### config.mk
export PLATFORM = sky130hd
export DESIGN_NAME = lzss_decoder
export DESIGN_NICKNAME = d
export VERILOG_FILES = /design/src/rtl/lzss_pkg.sv /design/src/rtl/lzss_hist_buf.sv /design/src/rtl/lzss_decoder.sv
export SDC_FILE = /design/constraint.sdc
export NUM_CORES = 1
export LEC_CHECK = 0
export BUFFER_PORTS_ARGS = -buffer_cell sky130_fd_sc_hd__buf_2
export CAP_MARGIN = 30
export CORE_MARGIN = 5
export CORE_UTILIZATION = 50
export CTS_BUF_LIST = sky130_fd_sc_hd__clkbuf_8
export CTS_CLUSTER_DIAMETER = 30
export DETAILED_ROUTE_END_ITERATION = 10
export PLACE_DENSITY = 0.68
export RECOVER_POWER = 50
export SLEW_MARGIN = 20
export SYNTH_ARGS = -nofsm -noshare
export SYNTH_HDL_FRONTEND = slang
export SYNTH_SLANG_ARGS = --single-unit
### constraint.sdc
create_clock -name clk -period 6.9 [get_ports clk]
set_clock_uncertainty 0.15 [all_clocks]
set_input_delay 0.345 -clock clk [delete_from_list [all_inputs] [get_ports clk]]
set_output_delay 0.345 -clock clk [all_outputs]
set_load 0.01 [all_outputs]
### src/rtl/lzss_pkg.sv
// lzss_pkg: codeword field layout, match length limits and FSM states shared by the LZSS encoder and decoder.
package lzss_pkg;
  localparam int OFF_W = 7;
  localparam int LEN_W = 3;
  localparam int MIN_LEN = 2;
  localparam int MAX_LEN = 5;
  localparam int FLAG_BIT = 10;
  localparam int OFF_MSB = 9;
  localparam int OFF_LSB = 3;
  localparam int LEN_MSB = 2;
  localparam int LEN_LSB = 0;
  typedef enum logic [2:0] {S_IDLE, S_FETCH, S_COPY, S_EMIT, S_FLUSH, S_DONE} state_t;
endpackage

### src/rtl/lzss_hist_buf.sv
// lzss_hist_buf: circular byte history with write pointer, asynchronous back-reference read and synchronous write.
module lzss_hist_buf
  import lzss_pkg::*;
(
  input  logic             clk,
  input  logic             reset,
  input  logic             we,
  input  logic             clr,
  input  logic [7:0]       wdata,
  input  logic [OFF_W-1:0] off,
  output logic [7:0]       rdata
);
  logic [7:0] mem [2**OFF_W];
  logic [OFF_W-1:0] wp, ra;
  assign ra = wp - off - OFF_W'(1);
  assign rdata = mem[ra];
  always_ff @(posedge clk or posedge reset)
    if (reset) wp <= '0;
    else if (clr) wp <= '0;
    else if (we) wp <= wp + OFF_W'(1);
  always_ff @(posedge clk)
    if (we) mem[wp] <= wdata;
endmodule

### src/rtl/lzss_decoder.sv
// lzss_decoder: expands 11-bit LZSS codewords into packed 32-bit words; LZSS_CHECK_EN builds the sticky codeword checker.
module lzss_decoder
  import lzss_pkg::*;
(
  input  logic        clk,
  input  logic        reset,
  input  logic        start,
  input  logic [11:0] total_num,
  input  logic [10:0] codeword,
  input  logic        cw_valid,
  output logic        cw_ready,
  output logic [31:0] data_out,
  output logic        data_valid,
  input  logic        data_ready,
  output logic [2:0]  data_bytes,
  output logic        finish,
  output logic        error
);
  state_t state, nxt;
  logic [11:0] tot, cnt;
  logic [10:0] cw;
  logic [LEN_W-1:0] rem, byte_cnt, raw_len, len;
  logic [31:0] word;
  logic [7:0] hist_byte, byte_val;
  logic go, accept, copy, last_cw, flush_v, drain;
  assign go = start && (state == S_IDLE || state == S_DONE);
  assign accept = state == S_FETCH && cw_valid;
  assign copy = state == S_COPY;
  assign raw_len = codeword[LEN_MSB:LEN_LSB];
  assign len = raw_len == '0 ? LEN_W'(1) : raw_len;
  assign byte_val = cw[FLAG_BIT] ? hist_byte : cw[7:0];
  assign last_cw = cnt == tot;
  assign flush_v = state == S_FLUSH && byte_cnt != '0;
  assign drain = (state == S_EMIT || flush_v) && data_ready;
  assign cw_ready = state == S_FETCH;
  assign data_valid = state == S_EMIT || flush_v;
  assign data_bytes = state == S_EMIT ? 3'd4 : flush_v ? byte_cnt : 3'd0;
  assign data_out = word;
  assign finish = state == S_DONE;
  lzss_hist_buf u_hist (
    .clk(clk), .reset(reset), .we(copy), .clr(go), .wdata(byte_val),
    .off(cw[OFF_MSB:OFF_LSB]), .rdata(hist_byte)
  );
  always_ff @(posedge clk or posedge reset)
    if (reset) state <= S_IDLE;
    else state <= nxt;
  always_comb begin
    nxt = state;
    case (state)
      S_IDLE, S_DONE: if (start) nxt = total_num == '0 ? S_DONE : S_FETCH;
      S_FETCH: if (cw_valid) nxt = S_COPY;
      S_COPY: nxt = byte_cnt == 3'd3 ? S_EMIT : rem == LEN_W'(1) ? (last_cw ? S_FLUSH : S_FETCH) : S_COPY;
      S_EMIT: if (data_ready) nxt = rem != '0 ? S_COPY : last_cw ? S_FLUSH : S_FETCH;
      S_FLUSH: if (byte_cnt == '0 || data_ready) nxt = S_DONE;
      default: nxt = S_IDLE;
    endcase
  end
  always_ff @(posedge clk or posedge reset)
    if (reset) begin
      tot <= '0;
      cnt <= '0;
      cw <= '0;
      rem <= '0;
      byte_cnt <= '0;
      word <= '0;
    end else begin
      if (go) begin
        tot <= total_num;
        cnt <= '0;
        rem <= '0;
        byte_cnt <= '0;
        word <= '0;
      end
      if (accept) begin
        cw <= codeword;
        rem <= codeword[FLAG_BIT] ? len : LEN_W'(1);
        cnt <= cnt + 12'd1;
      end
      if (copy) begin
        word[{byte_cnt[1:0], 3'b000} +: 8] <= byte_val;
        byte_cnt <= byte_cnt + LEN_W'(1);
        rem <= rem - LEN_W'(1);
      end
      if (drain) begin
        byte_cnt <= '0;
        word <= '0;
      end
    end
`ifdef LZSS_CHECK_EN
  logic [7:0] dec;
  logic err, bad;
  // dec saturates at the history depth: any distance is legal once 128 bytes exist
  assign bad = codeword[FLAG_BIT]
             ? (raw_len < LEN_W'(MIN_LEN) || raw_len > LEN_W'(MAX_LEN) ||
                {1'b0, codeword[OFF_MSB:OFF_LSB]} + 8'd1 > dec)
             : codeword[9:8] != 2'b00;
  always_ff @(posedge clk or posedge reset)
    if (reset) begin
      dec <= '0;
      err <= 1'b0;
    end else if (go) begin
      dec <= '0;
      err <= 1'b0;
    end else begin
      if (copy && !dec[7]) dec <= dec + 8'd1;
      if (accept && bad) err <= 1'b1;
    end
  assign error = err;
`else
  assign error = 1'b0;
`endif
endmodule
==> results of run 1 <==
cell usage in the layout (no fill, tap or decap), types with 37 or more instances in the layout:
cell type  count
edfxtp_1    1024
nand2_1      309
mux4_2       240
clkbuf_8     185
nor2_1       168
dfrtp_1       83
inv_1         76
nand3_1       67
buf_4         65
clkbuf_1      63
nand4_1       61
a22oi_1       40
mux2i_1       37
registers in the layout (all words and copies together) (netlist names):
name / cells
byte_cnt: 3
cnt: 12
cw: 11
data_out: 32
rem: 3
state: 3
tot: 12
u_hist.mem: 1024
u_hist.wp: 7
worst register-to-register path, stage by stage, from the launching register on:
cell and delay (ps):
dfrtp_1 490, ha_4 220, fa_4 1110, buf_12 320, buf_4 330, mux4_2 260
mux2i_1 100, o21ai_0 100, o21ai_0 180, o22ai_1 690, nor3_1 200, o21ai_4 180
buf_4 670
final cells by class:
class	count	area, um^2	share of cell area
multi-input combinational	1293	11500	0.225
inverter	25	95.1	0.00186
clock inverter	153	1290	0.0252
antenna	2	5.00	0.0000978
clock buffer	185	2550	0.0497
sequential	1107	32800	0.641
timing repair buffer	201	1460	0.0285
tap	1176	1470	0.0287
synth_stat cells, types with 5 or more instances:
master	number
a211oi_1	13
a21o_1	9
a21oi_1	25
a221oi_1	9
a22oi_1	40
a31oi_1	24
and2_0	6
and2_1	13
and3_1	15
buf_1	5
buf_2	44
buf_4	23
buf_6	21
clkbuf_1	46
dfrtp_1	83
edfxtp_1	1024
ha_1	18
inv_1	25
mux2i_1	37
mux4_2	240
nand2_1	310
nand3_1	67
nand4_1	61
nor2_1	169
nor2b_1	13
nor3_1	10
nor3b_1	5
nor4_1	12
o211ai_1	21
o21ai_0	30
o21ai_1	18
o22ai_1	12
o31ai_1	18
xor2_1	19
final timing paths:
| path | start | cells after the start | endpoint |
|---|---|---|---|
| max | u_hist.wp[0]$_DFFE_PP0P_ | 12 | u_hist.mem[92][5]$_DFFE_PP_ |
| min | total_num[1] | 4 | tot[1]$_DFFE_PP0P_ |
| max reg2reg | u_hist.wp[0]$_DFFE_PP0P_ | 12 | u_hist.mem[92][5]$_DFFE_PP_ |
| min reg2reg | tot[8]$_DFFE_PP0P_ | 2 | tot[8]$_DFFE_PP0P_ |
| max in group asynchronous | reset | 6 | cnt[9]$_DFFE_PP0P_ |
| min in group asynchronous | reset | 5 | data_out[15]$_DFF_PP0_ |
layer usage:
layer	up-vias	wire length, um	track usage	part of all wire
met5	-	0	0	0
met4	0	4390	0.0889	0.038
met3	286	12900	0.0580	0.11
met2	1674	53900	0.373	0.46
met1	13300	45400	0.346	0.39
li1	10800	-	-	-
through the flow:
step                utilization  hold WS (ps)  worst slack [ps]  cell area, um^2  cells
finish                    0.570           102              1510            51200   4142
global route              0.570          78.1              1170            51200   4141
CTS                       0.571          31.8              1580            51300   4126
detailed placement        0.525           310              1620            47100   3756
global placement          0.524           311              1570            47000   3748
floorplan                     -           288              6.33            45100   2566
cell families (layout without fill, tap and decap cells):
| logic type | count (synthesis) | in the layout |
|---|---|---|
| flip-flops | 1107 | 1107 |
| AND/OR/NAND/NOR | 701 | 701 |
| multiplexers | 279 | 279 |
| AO/OA/AOI/OAI | 268 | 268 |
| buffers and inverters | 166 | 564 |
| XOR/XNOR | 24 | 24 |
| adder cells (fa/ha/maj) | 20 | 20 |
| other | 1 | 3 |
==> key figures, run 1 <==
Placed design
  • Number of port buffers: 65
  • Detailed placement HPWL: 71.2 mm
  • GPL Wtd Cong: 0.890

Clocking
  • CTS tree: done
  • Clock-pin slew on the worst setup and hold paths: 60 ps
  • Clock latency on the worst-skew pair: 850 ps
  • CTS Buf Count: 183
  • CTS max path bufs: 3
  • Post-CTS resize count: 0
  • CTS Sinks: 1107
  • # Post-CTS Setup Buffers: 0
  • Hold_buf cts: 32
  • Root Driver: clkbuf_8
  • # H-tree levels: 4

Worst setup path
  • CP max stage delay: 1110 ps
  • Slowest stage cell, crit path: fa_4
  • Critical path's top delay family: adder cells
  • CP Capture Type: register
  • Crit path max fanout: 80
  • R2R Setup Slk: 1510 ps
  • Crit Path Class: reg -> reg
  • WP data required: 7260 ps
  • Critical Path Start Type: register
  • WP buf/inv: 3
  • CP arrival: 5750 ps
  • Critical path cell sequence: ha_4 -> fa_4 -> buf_12 -> buf_4 -> mux4_2 -> mux2i_1 -> o21ai_0 -> o21ai_0 -> o22ai_1 -> nor3_1 -> o21ai_4 -> buf_4

Yosys
  • Ranking of synthesized cells by area: edfxtp_1 68%, mux4_2 12%, dfrtp_1 4.6%
  • Seq/Total Area, Yosys: 0.728
  • Yosys top cell area share: 0.682
  • Adder-cell share of the synthesized area: 0.00566
  • Yosys cell types: 82
  • Post-Synth XOR/XNOR Area: 0.00483
  • Post-synth EDFFs: 1024
  • Synth Area in Compound Gates: 0.0427
  • Asr flop ratio synth: 0.0750
  • Post-Synth Simple-Gate Area: 0.0697
  • Largest family of logic cells by synthesized area: multiplexers
  • Syn Area/Cell: 17.6 um^2
  • Syn Nets: 2613
  • Count of state elements after synthesis: 1107
  • Mux cell area share after synthesis: 0.129
  • Cell accounting for the most synthesized area: edfxtp_1
  • Most used flip-flop cell after synthesis: edfxtp_1
  • Post-synthesis cell count: 2566
  • Mapped Area: 45100 um^2
  • Yosys Warn Count: 0

Global routing
  • Pin count of the biggest net entering global routing: 129
  • Gr usage total: 0.243
  • Vias in the first global route: 25900
  • Congestion Overflow GR: 0
  • First-pass GRT wire length: 172 mm
  • Initial antenna violation count: 2

STA
  • Slew @ Worst Pin: 2810 ps
  • Maximum clock rate: 0.185 GHz
  • Slew headroom: -0.873
  • RSZ-0062 raised after global routing: no
  • Slew Limit Fails: 220
  • Post-Route Setup TNS: 0 ps
  • Fin crit share: 0.781
  • Final setup violation count: 0
  • Crit path time final: 5390 ps
  • Final Hold Fails: 0

Layout
  • Share of layout cells above drive strength 1: 0.217
  • Fillers: 6678
  • P&R area growth vs syn: 13.5%
  • Post-layout net count: 2858

Run status
  • Failing checks: capacitance limit, slew limit
  • Status: finished, violations left

Route
  • Vias per cell: 6.28
  • Pre-Repair DR Iteration Count: 8
  • WL/cell: 28.2 um
  • Detailed Route Iter0 Violations: 3648
  • Via count: 26000
  • Routed WL: 117 mm
  • Detail Route Antenna Nets: 0
  • DR DRC count: 0

Floorplan
  • Core region area: 89700 um^2
  • Number of cell rows: 110
  • Initial Utilization: 0.503
  • I/O pins: 67
  • Die W: 310 um
  • Die area: 96300 um^2
  • Die Y: 310 um

Run
  • Max-Cap Viols: 10

Min path
  • Hold Path Class: in -> reg
Power of run 1 is left out: the tool's default activity adds up to more than one toggle a clock period on the data nets, which glitch-free logic cannot reach.
==> run 2: changes to the inputs <==
Settings changed: PLACE_DENSITY 0.68 to 0.66.
Clock period 6.9 ns to 5.4 ns, I/O delays scaled along.
==> run 2 against run 1 <==
Compared with the run above: the flow still finishes with violations (capacitance limit, slew limit); clock-buffer cell count grew 7; highest routed layer is now met5; sequential cell count is the same; largest cell class unchanged; critical endpoint is now u_hist.mem[51][6]$_DFFE_PP_; register-to-register slack lost 1300 ps.
==> key figures, run 2 (synthesis results as in run 1) <==
Global routing
  • Vias in the first global route: 26300
  • GRT met2 Usage: 0.367
  • Congestion Overflow GR: 0
  • GR Layer Usage met3: 0.0581
  • Initial antenna violation count: 3
  • First-pass GRT wire length: 173 mm
  • Grt peak-use layer: met2
  • Pin count of the biggest net entering global routing: 129
  • Met1 layer usage reported by global route: 0.353
  • Gr usage total: 0.244

Min path
  • Hold Startpoint: total_num[11]
  • Hold endpoint: tot[11]$_DFFE_PP0P_
  • Min-Delay Path Depth: 4
  • Hold Path Class: in -> reg

Floorplan
  • Initial Utilization: 0.503
  • Number of cell rows: 110
  • Die Y: 310 um
  • Die W: 310 um
  • Core region area: 89700 um^2
  • I/O pins: 67
  • Die area: 96300 um^2

Layout
  • Fillers: 6721
  • Most common cell after layout, fill and taps aside: edfxtp_1
  • Post-layout net count: 2891
  • Non-Filler Instances: 4183
  • P&R area growth vs syn: 14.4%
  • Share of layout cells above drive strength 1: 0.225
  • Number of flip-flops in the largest register: 1024
  • Biggest register: u_hist.mem
  • Commonest non-fill, non-tap cells in the layout: 1024 x edfxtp_1, 309 x nand2_1, 240 x mux4_2

STA
  • RSZ-0062 raised after global routing: no
  • Fin crit share: 0.966
  • Slew @ Worst Pin: 2690 ps
  • Final Hold Fails: 0
  • Final setup violation count: 0
  • Maximum clock rate: 0.192 GHz
  • Crit path time final: 5220 ps
  • Post-Route Setup TNS: 0 ps
  • Slew headroom: -0.799
  • Slew Limit Fails: 191

Clocking
  • CTS Sinks: 1107
  • CTS Buf Count: 192
  • CTS max path bufs: 3
  • Post-CTS resize count: 0
  • Clock-pin slew on the worst setup and hold paths: 60 ps
  • Clock latency on the worst-skew pair: 870 ps
  • # H-tree levels: 4
  • CTS tree: done
  • Root Driver: clkbuf_8
  • # Post-CTS Setup Buffers: 0

Worst setup path
  • Critical path's top delay family: compound AO/OA/AOI/OAI gates
  • WP buf/inv: 3
  • CP max stage delay: 1030 ps
  • CP arrival: 5510 ps
  • Worst reg2reg path depth: 12
  • Critical path depth: 12
  • Critical R2R Capture: u_hist.mem[51][6]$_DFFE_PP_
  • Crit Path Class: reg -> reg
  • Crit path max fanout: 104
  • Reg2reg start: u_hist.wp[0]$_DFFE_PP0P_
  • Critical Path Start Type: register
  • CP most frequent cell: buf_12
  • CP Capture Type: register
  • WP data required: 5700 ps
  • R2R Setup Slk: 180 ps
  • Slowest stage cell, crit path: fa_4
  • Critical path cell sequence: ha_4 -> fa_4 -> buf_12 -> buf_4 -> mux4_2 -> and2_0 -> a221oi_1 -> a31oi_1 -> o22a_1 -> o211ai_2 -> o22ai_4 -> buf_12

Route
  • Vias per cell: 6.28
  • DR DRC count: 0
  • Detail Route Antenna Nets: 0
  • Detailed Route Iter0 Violations: 3354
  • Pre-Repair DR Iteration Count: 8
  • Via count: 26300
  • Routed WL: 118 mm
  • WL/cell: 28.2 um

Placed design
  • Dpl cells: 3765
  • Number of port buffers: 65
  • GPL Wtd Cong: 0.881
  • Detailed placement HPWL: 72.3 mm

Run
  • Max-Cap Viols: 9

Run status
  • Status: finished, violations left
  • Failing checks: capacitance limit, slew limit
==> run 2: per-stage QoR <==
| step | setup slack [ps] | util | hold slack, ps | instance area [um^2] |
|---|---|---|---|---|
| 2_1_floorplan | 177 | - | 225 | 45200 |
| 3_3_place_gp | 488 | 0.526 | 314 | 47200 |
| 3_5_place_dp | 333 | 0.526 | 205 | 47200 |
| 4_1_cts | 281 | 0.576 | 1.14 | 51700 |
| 5_1_grt | 129 | 0.575 | 47.1 | 51600 |
| 6_report | 182 | 0.575 | 74.5 | 51600 |
==> run 2: cell type report <==
| cell class | count | area, um^2 | share of cell area |
|---|---|---|---|
| multi-input cells | 1293 | 11500 | 0.223 |
| repair buffers | 225 | 1730 | 0.0336 |
| flip-flops and latches | 1107 | 32800 | 0.636 |
| clock inverters | 164 | 1350 | 0.0261 |
| inverters | 25 | 95.1 | 0.00184 |
| diodes | 1 | 2.50 | 0.0000485 |
| well taps | 1176 | 1470 | 0.0285 |
| clock buffers | 192 | 2640 | 0.0512 |
==> run 2: worst max-delay path by stage <==
stage	start	to
2_1_floorplan	u_hist.wp[0]$_DFFE_PP0P_	u_hist.mem[0][7]$_DFFE_PP_
3_3_place_gp	u_hist.wp[0]$_DFFE_PP0P_	u_hist.mem[116][7]$_DFFE_PP_
3_5_place_dp	u_hist.wp[0]$_DFFE_PP0P_	u_hist.mem[78][7]$_DFFE_PP_
4_1_cts	u_hist.wp[0]$_DFFE_PP0P_	u_hist.mem[37][7]$_DFFE_PP_
5_1_grt	reset	u_hist.wp[3]$_DFFE_PP0P_
6_report	u_hist.wp[0]$_DFFE_PP0P_	u_hist.mem[51][6]$_DFFE_PP_
==> run 2: timing repair <==
action,in CTS,in global routing
endpoints found under the setup margin,0,0
endpoints found under the hold margin,119,0
hold buffers,45,0
==> run 2: worst min-delay path, cell delays in order <==
cell and delay, ps:
dlygate4sd3_1 520, buf_2 110, nand2_1 60, nand2_1 60
==> run 2: layer usage <==
| layer | wire length (um) | up-vias |
|---|---|---|
| li1 | - | 10900 |
| met1 | 47100 | 13500 |
| met2 | 54100 | 1598 |
| met3 | 12200 | 274 |
| met4 | 4410 | 4 |
| met5 | 26 | - |
Power of run 2 is left out for the same reason.
